`src/rtl/mc_ctrl_if.sv`:
```
// Control bus between the multi-cycle controller and its datapath.
// The datapath side (master) supplies run/instr/zero and receives the
// enables and mux selects that the controller produces.
interface mc_ctrl_if;
  logic        run;
  logic [31:0] instr;
  logic        zero;
  logic        pc_en;
  logic [1:0]  npc_sel;
  logic        ir_en;
  logic        rf_we;
  logic [1:0]  rf_wa_sel;
  logic [1:0]  rf_wd_sel;
  logic [2:0]  alu_op;
  logic        alu_b_sel;
  logic [1:0]  ext_op;
  logic        dm_we;
  logic [2:0]  state;
  logic [31:0] instr_cnt;

  modport master (
    output run, instr, zero,
    input  pc_en, npc_sel, ir_en, rf_we, rf_wa_sel, rf_wd_sel,
           alu_op, alu_b_sel, ext_op, dm_we, state, instr_cnt
  );

  modport slave (
    input  run, instr, zero,
    output pc_en, npc_sel, ir_en, rf_we, rf_wa_sel, rf_wd_sel,
           alu_op, alu_b_sel, ext_op, dm_we, state, instr_cnt
  );
endinterface

```
`src/rtl/mc_ctrl.sv`:
```
// Multi-cycle MIPS-lite controller: FETCH/DECODE/EXEC/MEM/WB sequencing,
// combinational control decode from state and IR, retired-instruction count.
module mc_ctrl (
  input  logic     clk,
  input  logic     rst,
  mc_ctrl_if.slave bus
);

  typedef enum logic [2:0] {
    FETCH  = 3'd0,
    DECODE = 3'd1,
    EXEC   = 3'd2,
    MEM    = 3'd3,
    WB     = 3'd4
  } state_t;

  typedef enum logic [3:0] {
    I_NOP, I_ADDU, I_SUBU, I_JR, I_ORI, I_LUI, I_LW, I_SW, I_BEQ, I_J, I_JAL
  } kind_t;

  state_t      state_q, state_d;
  logic [31:0] cnt_q;
  kind_t       kind;

  logic       pc_en, ir_en, rf_we, dm_we, alu_b_sel;
  logic [1:0] npc_sel, rf_wa_sel, rf_wd_sel, ext_op;
  logic [2:0] alu_op;

  // Register, shift-amount and immediate fields belong to the datapath.
  logic unused_fields;
  assign unused_fields = ^bus.instr[25:6];

  // Classify the IR into one instruction kind; anything unlisted is a no-op.
  always_comb begin
    kind = I_NOP;
    case (bus.instr[31:26])
      6'h00: begin
        case (bus.instr[5:0])
          6'h21:   kind = I_ADDU;
          6'h23:   kind = I_SUBU;
          6'h08:   kind = I_JR;
          default: kind = I_NOP;
        endcase
      end
      6'h0D:   kind = I_ORI;
      6'h0F:   kind = I_LUI;
      6'h23:   kind = I_LW;
      6'h2B:   kind = I_SW;
      6'h04:   kind = I_BEQ;
      6'h02:   kind = I_J;
      6'h03:   kind = I_JAL;
      default: kind = I_NOP;
    endcase
  end

  // State register; reset drops straight back to FETCH, aborting any instruction.
  always_ff @(posedge clk or negedge rst) begin
    if (!rst) state_q <= FETCH;
    else      state_q <= state_d;
  end

  // Count an instruction as retired whenever the FSM returns to FETCH.
  always_ff @(posedge clk or negedge rst) begin
    if (!rst)                                    cnt_q <= '0;
    else if (state_q != FETCH && state_d == FETCH) cnt_q <= cnt_q + 32'd1;
  end

  // Next-state and control outputs; everything defaults to 0 and reset masks all of it.
  always_comb begin
    state_d   = FETCH;
    pc_en     = 1'b0;
    ir_en     = 1'b0;
    rf_we     = 1'b0;
    dm_we     = 1'b0;
    npc_sel   = 2'd0;
    rf_wa_sel = 2'd0;
    rf_wd_sel = 2'd0;
    alu_op    = 3'd0;
    alu_b_sel = 1'b0;
    ext_op    = 2'd0;
    case (state_q)
      FETCH: begin
        if (bus.run) begin
          ir_en   = 1'b1;
          pc_en   = 1'b1;
          state_d = DECODE;
        end
      end
      DECODE: begin
        case (kind)
          I_J: begin
            pc_en   = 1'b1;
            npc_sel = 2'd2;
          end
          I_JAL: begin
            pc_en     = 1'b1;
            npc_sel   = 2'd2;
            rf_we     = 1'b1;
            rf_wa_sel = 2'd2;
            rf_wd_sel = 2'd2;
          end
          I_JR: begin
            pc_en   = 1'b1;
            npc_sel = 2'd3;
          end
          I_NOP:   state_d = FETCH;
          default: state_d = EXEC;
        endcase
      end
      EXEC: begin
        case (kind)
          I_BEQ: begin
            alu_op  = 3'd1;
            ext_op  = 2'd1;
            pc_en   = bus.zero;
            npc_sel = 2'd1;
          end
          I_ADDU: state_d = WB;
          I_SUBU: begin
            alu_op  = 3'd1;
            state_d = WB;
          end
          I_ORI: begin
            alu_op    = 3'd2;
            alu_b_sel = 1'b1;
            state_d   = WB;
          end
          I_LUI: begin
            alu_op    = 3'd3;
            alu_b_sel = 1'b1;
            state_d   = WB;
          end
          I_LW, I_SW: begin
            alu_b_sel = 1'b1;
            ext_op    = 2'd1;
            state_d   = MEM;
          end
          default: state_d = FETCH;
        endcase
      end
      MEM: begin
        if (kind == I_LW || kind == I_SW) begin
          alu_b_sel = 1'b1;
          ext_op    = 2'd1;
        end
        if (kind == I_SW) dm_we = 1'b1;
        if (kind == I_LW) state_d = WB;
      end
      WB: begin
        case (kind)
          I_ADDU, I_SUBU: begin
            rf_we     = 1'b1;
            rf_wa_sel = 2'd1;
          end
          I_ORI, I_LUI: rf_we = 1'b1;
          I_LW: begin
            rf_we     = 1'b1;
            rf_wd_sel = 2'd1;
          end
          default: rf_we = 1'b0;
        endcase
      end
      default: state_d = FETCH;
    endcase
    if (!rst) begin
      pc_en     = 1'b0;
      ir_en     = 1'b0;
      rf_we     = 1'b0;
      dm_we     = 1'b0;
      npc_sel   = 2'd0;
      rf_wa_sel = 2'd0;
      rf_wd_sel = 2'd0;
      alu_op    = 3'd0;
      alu_b_sel = 1'b0;
      ext_op    = 2'd0;
    end
  end

  assign bus.pc_en     = pc_en;
  assign bus.ir_en     = ir_en;
  assign bus.rf_we     = rf_we;
  assign bus.dm_we     = dm_we;
  assign bus.npc_sel   = npc_sel;
  assign bus.rf_wa_sel = rf_wa_sel;
  assign bus.rf_wd_sel = rf_wd_sel;
  assign bus.alu_op    = alu_op;
  assign bus.alu_b_sel = alu_b_sel;
  assign bus.ext_op    = ext_op;
  assign bus.state     = state_q;
  assign bus.instr_cnt = cnt_q;

endmodule

```
`src/flat_wrapper.sv`:
```
// flat-port wrapper written by rule: the top's interface ports become plain ports
module mc_ctrl_flat 
  (clk, rst, bus_run, bus_instr, bus_zero, bus_pc_en, bus_npc_sel, bus_ir_en, bus_rf_we, bus_rf_wa_sel, bus_rf_wd_sel, bus_alu_op, bus_alu_b_sel, bus_ext_op, bus_dm_we, bus_state, bus_instr_cnt);
  mc_ctrl_if bus_i ();
  input  logic clk;
  input  logic rst;
  input wire logic [$bits(bus_i.run)-1:0] bus_run;
  input wire logic [$bits(bus_i.instr)-1:0] bus_instr;
  input wire logic [$bits(bus_i.zero)-1:0] bus_zero;
  output wire logic [$bits(bus_i.pc_en)-1:0] bus_pc_en;
  output wire logic [$bits(bus_i.npc_sel)-1:0] bus_npc_sel;
  output wire logic [$bits(bus_i.ir_en)-1:0] bus_ir_en;
  output wire logic [$bits(bus_i.rf_we)-1:0] bus_rf_we;
  output wire logic [$bits(bus_i.rf_wa_sel)-1:0] bus_rf_wa_sel;
  output wire logic [$bits(bus_i.rf_wd_sel)-1:0] bus_rf_wd_sel;
  output wire logic [$bits(bus_i.alu_op)-1:0] bus_alu_op;
  output wire logic [$bits(bus_i.alu_b_sel)-1:0] bus_alu_b_sel;
  output wire logic [$bits(bus_i.ext_op)-1:0] bus_ext_op;
  output wire logic [$bits(bus_i.dm_we)-1:0] bus_dm_we;
  output wire logic [$bits(bus_i.state)-1:0] bus_state;
  output wire logic [$bits(bus_i.instr_cnt)-1:0] bus_instr_cnt;
  assign bus_i.run = bus_run;
  assign bus_i.instr = bus_instr;
  assign bus_i.zero = bus_zero;
  assign bus_pc_en = bus_i.pc_en;
  assign bus_npc_sel = bus_i.npc_sel;
  assign bus_ir_en = bus_i.ir_en;
  assign bus_rf_we = bus_i.rf_we;
  assign bus_rf_wa_sel = bus_i.rf_wa_sel;
  assign bus_rf_wd_sel = bus_i.rf_wd_sel;
  assign bus_alu_op = bus_i.alu_op;
  assign bus_alu_b_sel = bus_i.alu_b_sel;
  assign bus_ext_op = bus_i.ext_op;
  assign bus_dm_we = bus_i.dm_we;
  assign bus_state = bus_i.state;
  assign bus_instr_cnt = bus_i.instr_cnt;
  mc_ctrl u_core (.clk(clk), .rst(rst), .bus(bus_i));
endmodule
```
`config.mk`:
```
export PLATFORM = sky130hd
export DESIGN_NAME = mc_ctrl_flat
export DESIGN_NICKNAME = d
export VERILOG_FILES = /design/src/rtl/mc_ctrl_if.sv /design/src/rtl/mc_ctrl.sv /design/src/flat_wrapper.sv
export SDC_FILE = /design/constraint.sdc
export NUM_CORES = 1
export LEC_CHECK = 0
export CORE_MARGIN = 8
export CORE_UTILIZATION = 50
export CTS_BUF_LIST = sky130_fd_sc_hd__clkbuf_8 sky130_fd_sc_hd__clkbuf_16
export CTS_CLUSTER_DIAMETER = 200
export DETAILED_ROUTE_END_ITERATION = 12
export GPL_ROUTABILITY_DRIVEN = 1
export PLACE_DENSITY = 0.87
export SLEW_MARGIN = 25
export SYNTH_ARGS = -nofsm -noshare
export SYNTH_HDL_FRONTEND = slang
export SYNTH_SLANG_ARGS = --single-unit
```
`constraint.sdc`:
```
create_clock -name clk -period 4.6 [get_ports clk]
set_input_delay 0.92 -clock clk [delete_from_list [all_inputs] [get_ports clk]]
set_output_delay 0.92 -clock clk [all_outputs]
set_load 0.01 [all_outputs]
```
---- After elaboration in Yosys (flattened, before gate mapping) ----
Index checks and enable logic that the tools add are counted.
operators by class
  add/sub/neg operators ................... 1
  equality and inequality tests ........... 24
  mux-type cells .......................... 43
  reduce and logical (&&, ||, !) cells .... 17
operators by type and width
  kind                     number
  $add A32 B1 Y32 const B  1
  $pmux W4 S8              1
  $eq A6 B6 Y1 const B     4
  $mux W1                  21
  $pmux W2 S2              5
  $eq A6 B4 Y1 const B     3
  $eq A4 B3 Y1 const B     4
  $eq A4 B4 Y1 const B     3
  $eq A6 B2 Y1 const B     2
  $mux W2                  6
  $pmux W2 S3              2
  $pmux W3 S4              1
  $reduce_or A4 Y1         3
  $mux W3                  3
  $eq A4 B2 Y1 const B     2
  $reduce_or A2 Y1         4
  $eq A3 B2 Y1 const B     2
  $eq A6 B3 Y1 const B     1
  $logic_not A3 Y1         2
  $logic_not A6 Y1         1
  $pmux W3 S2              1
  $reduce_or A3 Y1         2
  $reduce_or A5 Y1         1
  $eq A4 B1 Y1 const B     1
  8 further kinds          9
word-level totals
  bits in registers ....................... 35
  bits of input ports ..................... 36
  output and inout bits ................... 51
  logic and storage cells ................. 87

---- Longest topological paths before layout ----
Gate-level depths: netlist of run 1.
  word-level depth ........................ 9
  gate-level depth with buffers ........... 9
  gate-level depth less buffers ........... 6

---- Worst setup path before layout of run 1 ----
No wires, ideal clock.
  kind .................................... in2out
  start ................................... input port bus_instr[26]
  end ..................................... output port bus_rf_we
  arrival ................................. 2.504 ns
  data required time ...................... 3.680 ns
  slack ................................... 1.176 ns
  stages .................................. 6
  cells stage by stage .................... or4_1 -> and3_1 -> o22ai_4 -> nor2_1 -> and4b_1 -> or3b_1
between the ends
  word-level cells in the longest chain between the ends .. 7
  elaborated cells on any way between the ends .. 20
  classes of those cells .................. eq/ne (13); mux (5); reduce/logical (2)
ends and longest elaborated chain
  item                                        line                RTL
  start: declaration                          flat_wrapper.sv:8   input wire logic [$bits(bus_i.instr)-1:0] bus_instr;
  $eq A6 B2 Y1, or another cell as far along  mc_ctrl.sv:36       case (bus.instr[31:26])
  $pmux W4 S8 *                               mc_ctrl.sv:36
  $eq A4 B1 Y1, or another cell as far along  mc_ctrl.sv:150      case (kind)
  $reduce_or A5 Y1 (no line)                  -
  $mux W1                                     mc_ctrl.sv:150
  $pmux W1 S2 *                               mc_ctrl.sv:81       case (state_q)
  $mux W1 *                                   mc_ctrl.sv:165      if (!rst) begin
  end: declaration                            flat_wrapper.sv:13  output wire logic [$bits(bus_i.rf_we)-1:0] bus_rf_we;
Every way passes the cells marked *; elsewhere a longest branch is shown, timed or not.

---- Worst setup path after layout of run 1 ----
  start ................................... input port bus_instr[29]
  end ..................................... output port bus_rf_we
The elaborated chain is that of the path after synthesis.

==> results of run 1 <==
-- final cells by class --
class                           instances  share of cell area
Multi-Input combinational cell        197              0.4608
Inverter                                5            0.005543
Sequential cell                        35              0.2587
Clock buffer                            5             0.02033
Timing Repair Buffer                   78              0.2188
Clock inverter                          2            0.009978
Tap cell                               70             0.02587
-- worst max-delay path, delay by kind of cell --
kind	cells	cell delay, ns
AND/OR/NAND/NOR	5	1.37
AO/OA/AOI/OAI	1	0.17
buffers and inverters	2	0.97
-- cell families (layout without fill, tap and decap cells) --
kind of cell / count (synthesis) / after routing
DFF: 35 / 35
buffers and inverters: 21 / 90
xor gates and xnor gates: 31 / 31
muxes: 1 / 1
other: 1 / 2
adders and majority gates: 1 / 1
AOI/OAI and AO/OA: 22 / 22
and+or+nand+nor: 140 / 140
-- per-layer routing --
| metal | track usage | up-vias | wire length [um] |
|---|---|---|---|
| met2 | 0.3208 | 70 | 3495 |
| met3 | 0.04128 | 10 | 446 |
| met4 | 0.05625 | 0 | 112 |
| li1 | - | 1074 | - |
| met5 | 0 | - | 0 |
| met1 | 0.2164 | 1144 | 2764 |
-- worst paths after layout --
kind,startpoint,end,slack [ns],depth (start not counted)
max in group asynchronous,rst,u_core.bus.instr_cnt[21],3.48,2
worst min-delay path,u_core.bus.instr_cnt[31],u_core.bus.instr_cnt[31],0.47,1
min in group asynchronous,rst,u_core.bus.instr_cnt[0],0.48,1
worst min register to register,u_core.bus.instr_cnt[31],u_core.bus.instr_cnt[31],0.47,1
worst max register to register,u_core.bus.state[0],u_core.bus.instr_cnt[30],2.14,6
worst max-delay path,bus_instr[29],bus_rf_we,0.23,8
-- stage by stage --
step / hold slack [ns] / utilization / std cells / worst slack, ns / area [um2]
floorplan: 0.5039 / - / 253 / 1.176 / 2594
global placement: 0.4568 / 0.6511 / 385 / 0.2653 / 3283
global route: 0.4795 / 0.6715 / 392 / 0.01732 / 3386
finish: 0.4667 / 0.6715 / 392 / 0.2344 / 3386
detailed placement: 0.4607 / 0.6511 / 385 / 0.2371 / 3283
CTS: 0.4697 / 0.6715 / 392 / 0.2366 / 3386
-- Yosys cell counts (2+ instances only) --
cell | instances | area (um2)
nor2b_1 | 3 | 18.77
nand4_1 | 10 | 62.56
nor4b_2 | 2 | 30.03
nor3b_1 | 3 | 22.52
nor3_1 | 10 | 50.05
and2_1 | 3 | 18.77
and3b_1 | 3 | 26.28
and3_1 | 14 | 87.58
nor4_4 | 11 | 234.0
nand2_1 | 16 | 60.06
buf_2 | 5 | 25.02
nand3_1 | 10 | 50.05
nand4b_1 | 2 | 17.52
xnor2_1 | 4 | 35.03
xor2_1 | 27 | 236.5
nor4_1 | 5 | 31.28
and4_1 | 5 | 43.79
buf_4 | 5 | 37.54
inv_1 | 5 | 18.77
nor4_2 | 2 | 25.02
buf_6 | 5 | 56.30
a21oi_1 | 4 | 20.02
nor2_1 | 17 | 63.81
o21ai_0 | 3 | 15.01
o211ai_1 | 3 | 22.52
or4_1 | 2 | 15.01
nor3b_2 | 2 | 25.02
or3_1 | 2 | 12.51
nand2b_1 | 2 | 12.51
nand4bb_1 | 3 | 33.78
and4b_1 | 3 | 30.03
dfrtp_1 | 35 | 875.8
-- registers in the layout (all words and copies together) (netlist names) --
register,flops
u_core.bus.instr_cnt,32
u_core.bus.state,3
-- where the power goes --
| group | switching, mW | leakage [nW] | internal [mW] |
|---|---|---|---|
| sequential | 0.0527 | 0.433 | 0.346 |
| combinational | 0.126 | 0.867 | 0.134 |
| clock | 0.110 | 0.0554 | 0.157 |
==> impl_metrics.csv, run 1 <==
group,metric,value,unit
outcome,status,"completed",
logic_synthesis,synthMuxAreaShare,0.004348,
clocking,cts_max_level,2,
clocking,cts_resized,0,
route,initialDrtViolationCount,104,
floorplan,die_x,87.97,um
route,drt-total-wl,6818,um
timing,fin_crit_sh,0.9491,
place,globalplace.congestion,0.9284,
pwr,power.density,273.0,mW/mm2
floorplan,ios,87,
timing,period_needed,4.366,ns
timing,tightest_slew,0.8668,ns
clocking,cts_made_buffers,5,
final_layout,register_area,875.8,um2
setup_path,cp-start-kind,"input port",
logic_synthesis,ys.flop_type,"dfrtp_1",
hold_path,min_path_type,"flop to flop",
setup_path,crit_chain,"clkdlybuf4s50_1 -> or4_1 -> and3_1 -> o22ai_4 -> nor2_1 -> and4b_1 -> or3b_1 -> clkdlybuf4s50_1",
timing,skew,0.006532,ns
setup_path,cp.required,3.68,ns
final_layout,fin_nets,359,
route,routedWlPerCell,17.39,um
setup_path,max_stage_delay,0.51,ns
final_layout,fill_cells,372,
clocking,cts_tree,"yes",
logic_synthesis,mappedNetlistArea,0.002590,mm2
final_layout,drive_gt1_frac,0.1398,
logic_synthesis,synth-simple-area-share,0.4140,
route,ant_nets,0,
pwr,power,924.3,uW
logic_synthesis,synth_xor_area_frac,0.1048,
floorplan,core-area,0.005042,mm2
place,port_buffers,64,
floorplan,die_y,87.97,um
global_route,grt_start_max_net_pins,31,
final_layout,layout_common_cells,"63 x clkdlybuf4s50_1, 35 x dfrtp_1, 27 x xor2_1, 17 x nor2_1, 16 x nand2_1",
logic_synthesis,synth_fa_ha_area_frac,0.004831,
route,firstDrtPassIters,4,
final_layout,final_common_cell,"clkdlybuf4s50_1",
floorplan,initial_utilization,0.5136,
setup_path,criticalPathCategory,"input port to primary output",
timing,setup_viol,0,
route,vias,2298,
logic_synthesis,async_reset_ff_frac,1.000,
timing,hold_viol,0,
setup_path,crit_arrival,3.45,ns
timing,fmax,0.2291,GHz
route,drc,0,
timing,max-slew-margin-rel,0.4221,
pwr,leakage,1.355,nW
clocking,clk_path_buf_depth,2,
clocking,clock_latency,0.29,ns
logic_synthesis,synth-seq-area-share,0.3382,
logic_synthesis,synth_warnings,0,
final_layout,syn2layout_area_growth,30.72,%
pwr,ir_worst_vdd,0.2053,mV
global_route,grt_usage,0.1836,
global_route,grt_pass1_vias,2348,
final_layout,diodes,0,
logic_synthesis,syn_inst,252,
clocking,cts_setup_buffers,0,
clocking,cts_sinks,35,
place,hpwl,5105,um
timing,final.setup.tns,0,ns
floorplan,dieArea,0.007739,mm2
clocking,hold_buffers,0,
setup_path,endpoint_kind,"primary output",
final_layout,multi_input_area,0.001560,mm2
logic_synthesis,synth_area_per_cell,10.28,um2
timing,rsz0062_at_grt,"false",
global_route,antenna_found_initial,0,
route,vias_per_cell,5.862,
clocking,clk_pin_slew_worst_paths,0.07,ns
clocking,cts_root_buf,"clkbuf_8",
setup_path,cp_common_cell,"clkdlybuf4s50_1",
logic_synthesis,synth-compound-area-share,0.07150,
logic_synthesis,synth_top_family_by_area,"simple AND/OR/NAND/NOR gates",
timing,slew_violations,0,
setup_path,path_max_fanout,5,
global_route,grt_pass1_wl,11290,um
logic_synthesis,ys_seq_elements,35,
logic_synthesis,synthDistinctLibCells,58,
logic_synthesis,synth_edf_count,0,
job,cap_viol_max_count,0,
global_route,overflow,0,
setup_path,cpMaxStageDelayCell,"or4_1",
floorplan,num_rows,26,
Note: power is estimated with default switching activity, not from simulation.
==> run 2, diff against run 1 <==
- GPL_TIMING_DRIVEN: not set -> 0
- RECOVER_POWER: not set -> 50
==> run 2 against run 1 <==
Sequential power is essentially flat. Via count up 0.26%. Setup slack got worse by 0.037 ns. Final area up 2.5%. Clock-buffer cell count up 2. Largest power group unchanged. Sequential share of layout area down 0.64 points. Non-clock buffer count is 6 higher. Maximum frequency decreased by 0.84%. Total power decreased by 1.3%. Worst hold slack lost 0.0046 ns.
==> impl_metrics.csv, run 2 (synthesis gave the netlist of run 1 again) <==
group,metric,value,unit
setup_path,crit_arrival,3.48,ns
place,port_buffers,64,
setup_path,cp-start-kind,"input port",
route,drt-total-wl,6665,um
route,ant_nets,0,
route,drc,0,
floorplan,dieArea,0.007739,mm2
pwr,swShare,0.3245,
timing,period_needed,4.403,ns
route,vias_per_cell,5.774,
timing,setup_viol,0,
pwr,seqPwrFrac,0.437,
global_route,grt_pass1_vias,2235,
route,firstDrtPassIters,6,
pwr,intPower,616.5,uW
pwr,power_frac_comb,0.290,
timing,setup_slack,0.1974,ns
final_layout,fin_nets,365,
pwr,p_sw,296.2,uW
pwr,leakage,1.425,nW
final_layout,drive_gt1_frac,0.1611,
setup_path,cp.required,3.68,ns
timing,rsz0062_at_grt,"false",
setup_path,max_stage_delay,0.51,ns
global_route,grt_pass1_wl,11010,um
timing,skew,0.008424,ns
floorplan,die_x,87.97,um
timing,fin_crit_sh,0.9571,
setup_path,cp_common_cell,"clkdlybuf4s50_1",
floorplan,num_rows,26,
setup_path,path_max_fanout,5,
timing,hold_viol,0,
floorplan,initial_utilization,0.5136,
clocking,hold_buffers,0,
global_route,grt_start_max_net_pins,28,
clocking,cts_sinks,35,
timing,final.setup.tns,0,ns
timing,max-slew-margin-rel,0.6526,
hold_path,min_path_type,"flop to flop",
floorplan,ios,87,
pwr,ir_worst_vdd,0.2180,mV
place,hpwl,5103,um
place,globalplace.congestion,0.9005,
clocking,cts_max_level,2,
final_layout,diodes,0,
floorplan,die_y,87.97,um
job,cap_viol_max_count,0,
global_route,antenna_found_initial,0,
pwr,pwr-share-clk,0.273,
route,initialDrtViolationCount,131,
setup_path,endpoint_kind,"primary output",
setup_path,crit_chain,"clkdlybuf4s50_1 -> or4_1 -> and3_1 -> o22ai_4 -> nor2_1 -> and4b_1 -> or3b_1 -> clkdlybuf4s50_1",
final_layout,final_common_cell,"clkdlybuf4s50_1",
clocking,cts_tree,"yes",
setup_path,cpMaxStageDelayCell,"clkdlybuf4s50_1",
clocking,cts_made_buffers,5,
clocking,clk_pin_slew_worst_paths,0.07,ns
setup_path,criticalPathCategory,"input port to primary output",
clocking,clk_path_buf_depth,2,
route,routedWlPerCell,16.70,um
global_route,grt_usage,0.1796,
outcome,status,"completed",
timing,slew_violations,0,
route,vias,2304,
place,dp_slack,0.04935,ns
final_layout,syn2layout_area_growth,34.06,%
clocking,clock_latency,0.29,ns
final_layout,largest_reg_flops,32,
pwr,power.density,262.9,mW/mm2
global_route,overflow,0,
floorplan,core-area,0.005042,mm2
timing,tightest_slew,0.5138,ns
final_layout,layout_common_cells,"39 x clkdlybuf4s50_1, 35 x dfrtp_1, 27 x xor2_1, 24 x dlygate4sd3_1, 17 x nor2_1",
clocking,cts_root_buf,"clkbuf_8",
timing,fmax,0.2271,GHz
run 2: area by class of cell:
| cell class | count | area (um2) |
|---|---|---|
| well taps | 70 | 87.58 |
| clock inverters | 1 | 7.507 |
| plain buffers | 16 | 138.9 |
| flip-flops and latches | 35 | 875.8 |
| fillers | 380 | 1570 |
| inverters | 5 | 18.77 |
| clock buffers | 7 | 96.34 |
| multi-input cells | 197 | 1569 |
| repair buffers | 68 | 678.2 |
run 2: path summary, 6_finish.rpt:
| kind | start | endpoint | slack [ns] | cells past startpoint |
|---|---|---|---|---|
| max | bus_instr[28] | bus_rf_we | 0.20 | 8 |
| min | u_core.bus.instr_cnt[31] | u_core.bus.instr_cnt[31] | 0.46 | 1 |
| max reg2reg | u_core.bus.instr_cnt[3] | u_core.bus.instr_cnt[30] | 2.32 | 6 |
| min reg2reg | u_core.bus.instr_cnt[31] | u_core.bus.instr_cnt[31] | 0.46 | 1 |
| max in group asynchronous | rst | u_core.bus.state[0] | 3.66 | 2 |
| min in group asynchronous | rst | u_core.bus.instr_cnt[12] | 0.51 | 1 |
run 2: critical path: cells and delay by family:
family	cells	cell delay, ns
buffers and inverters	2	1.00
and+or+nand+nor	5	1.37
AOI/OAI and AO/OA	1	0.18
run 2: per-layer routing:
layer,vias up,GRT usage,share of wire
met5,-,0,0
met4,0,0.06094,0.012
met3,10,0.04409,0.067
met2,76,0.3044,0.50
met1,1124,0.2153,0.42
li1,1094,-,-
run 2: power by group through the flow:
stage | combinational (mW) | clock, mW | sequential, mW
6_report | 0.265 | 0.249 | 0.399
5_1_grt | 0.288 | 0.266 | 0.405
4_1_cts | 0.272 | 0.253 | 0.397
3_5_place_dp | 0.269 | 0 | 0.401
3_3_place_gp | 0.263 | 0 | 0.401
2_1_floorplan | 0.120 | 0 | 0.409
run 2: repair_timing:
item / CTS / global route
endpoints found under the setup margin: 0 / 1
setup buffers: 0 / 3
resized for setup: 0 / 1
run 2: through the flow:
stage	area (um2)	total power [mW]	hold WS (ns)	std cells	util
2_1_floorplan	2594	0.5292	0.5039	253	-
3_3_place_gp	3322	0.6638	0.4559	387	0.6588
3_5_place_dp	3337	0.6695	0.4607	388	0.6618
4_1_cts	3441	0.9216	0.4704	396	0.6824
5_1_grt	3472	0.9592	0.4931	399	0.6886
6_report	3472	0.9126	0.4621	399	0.6886
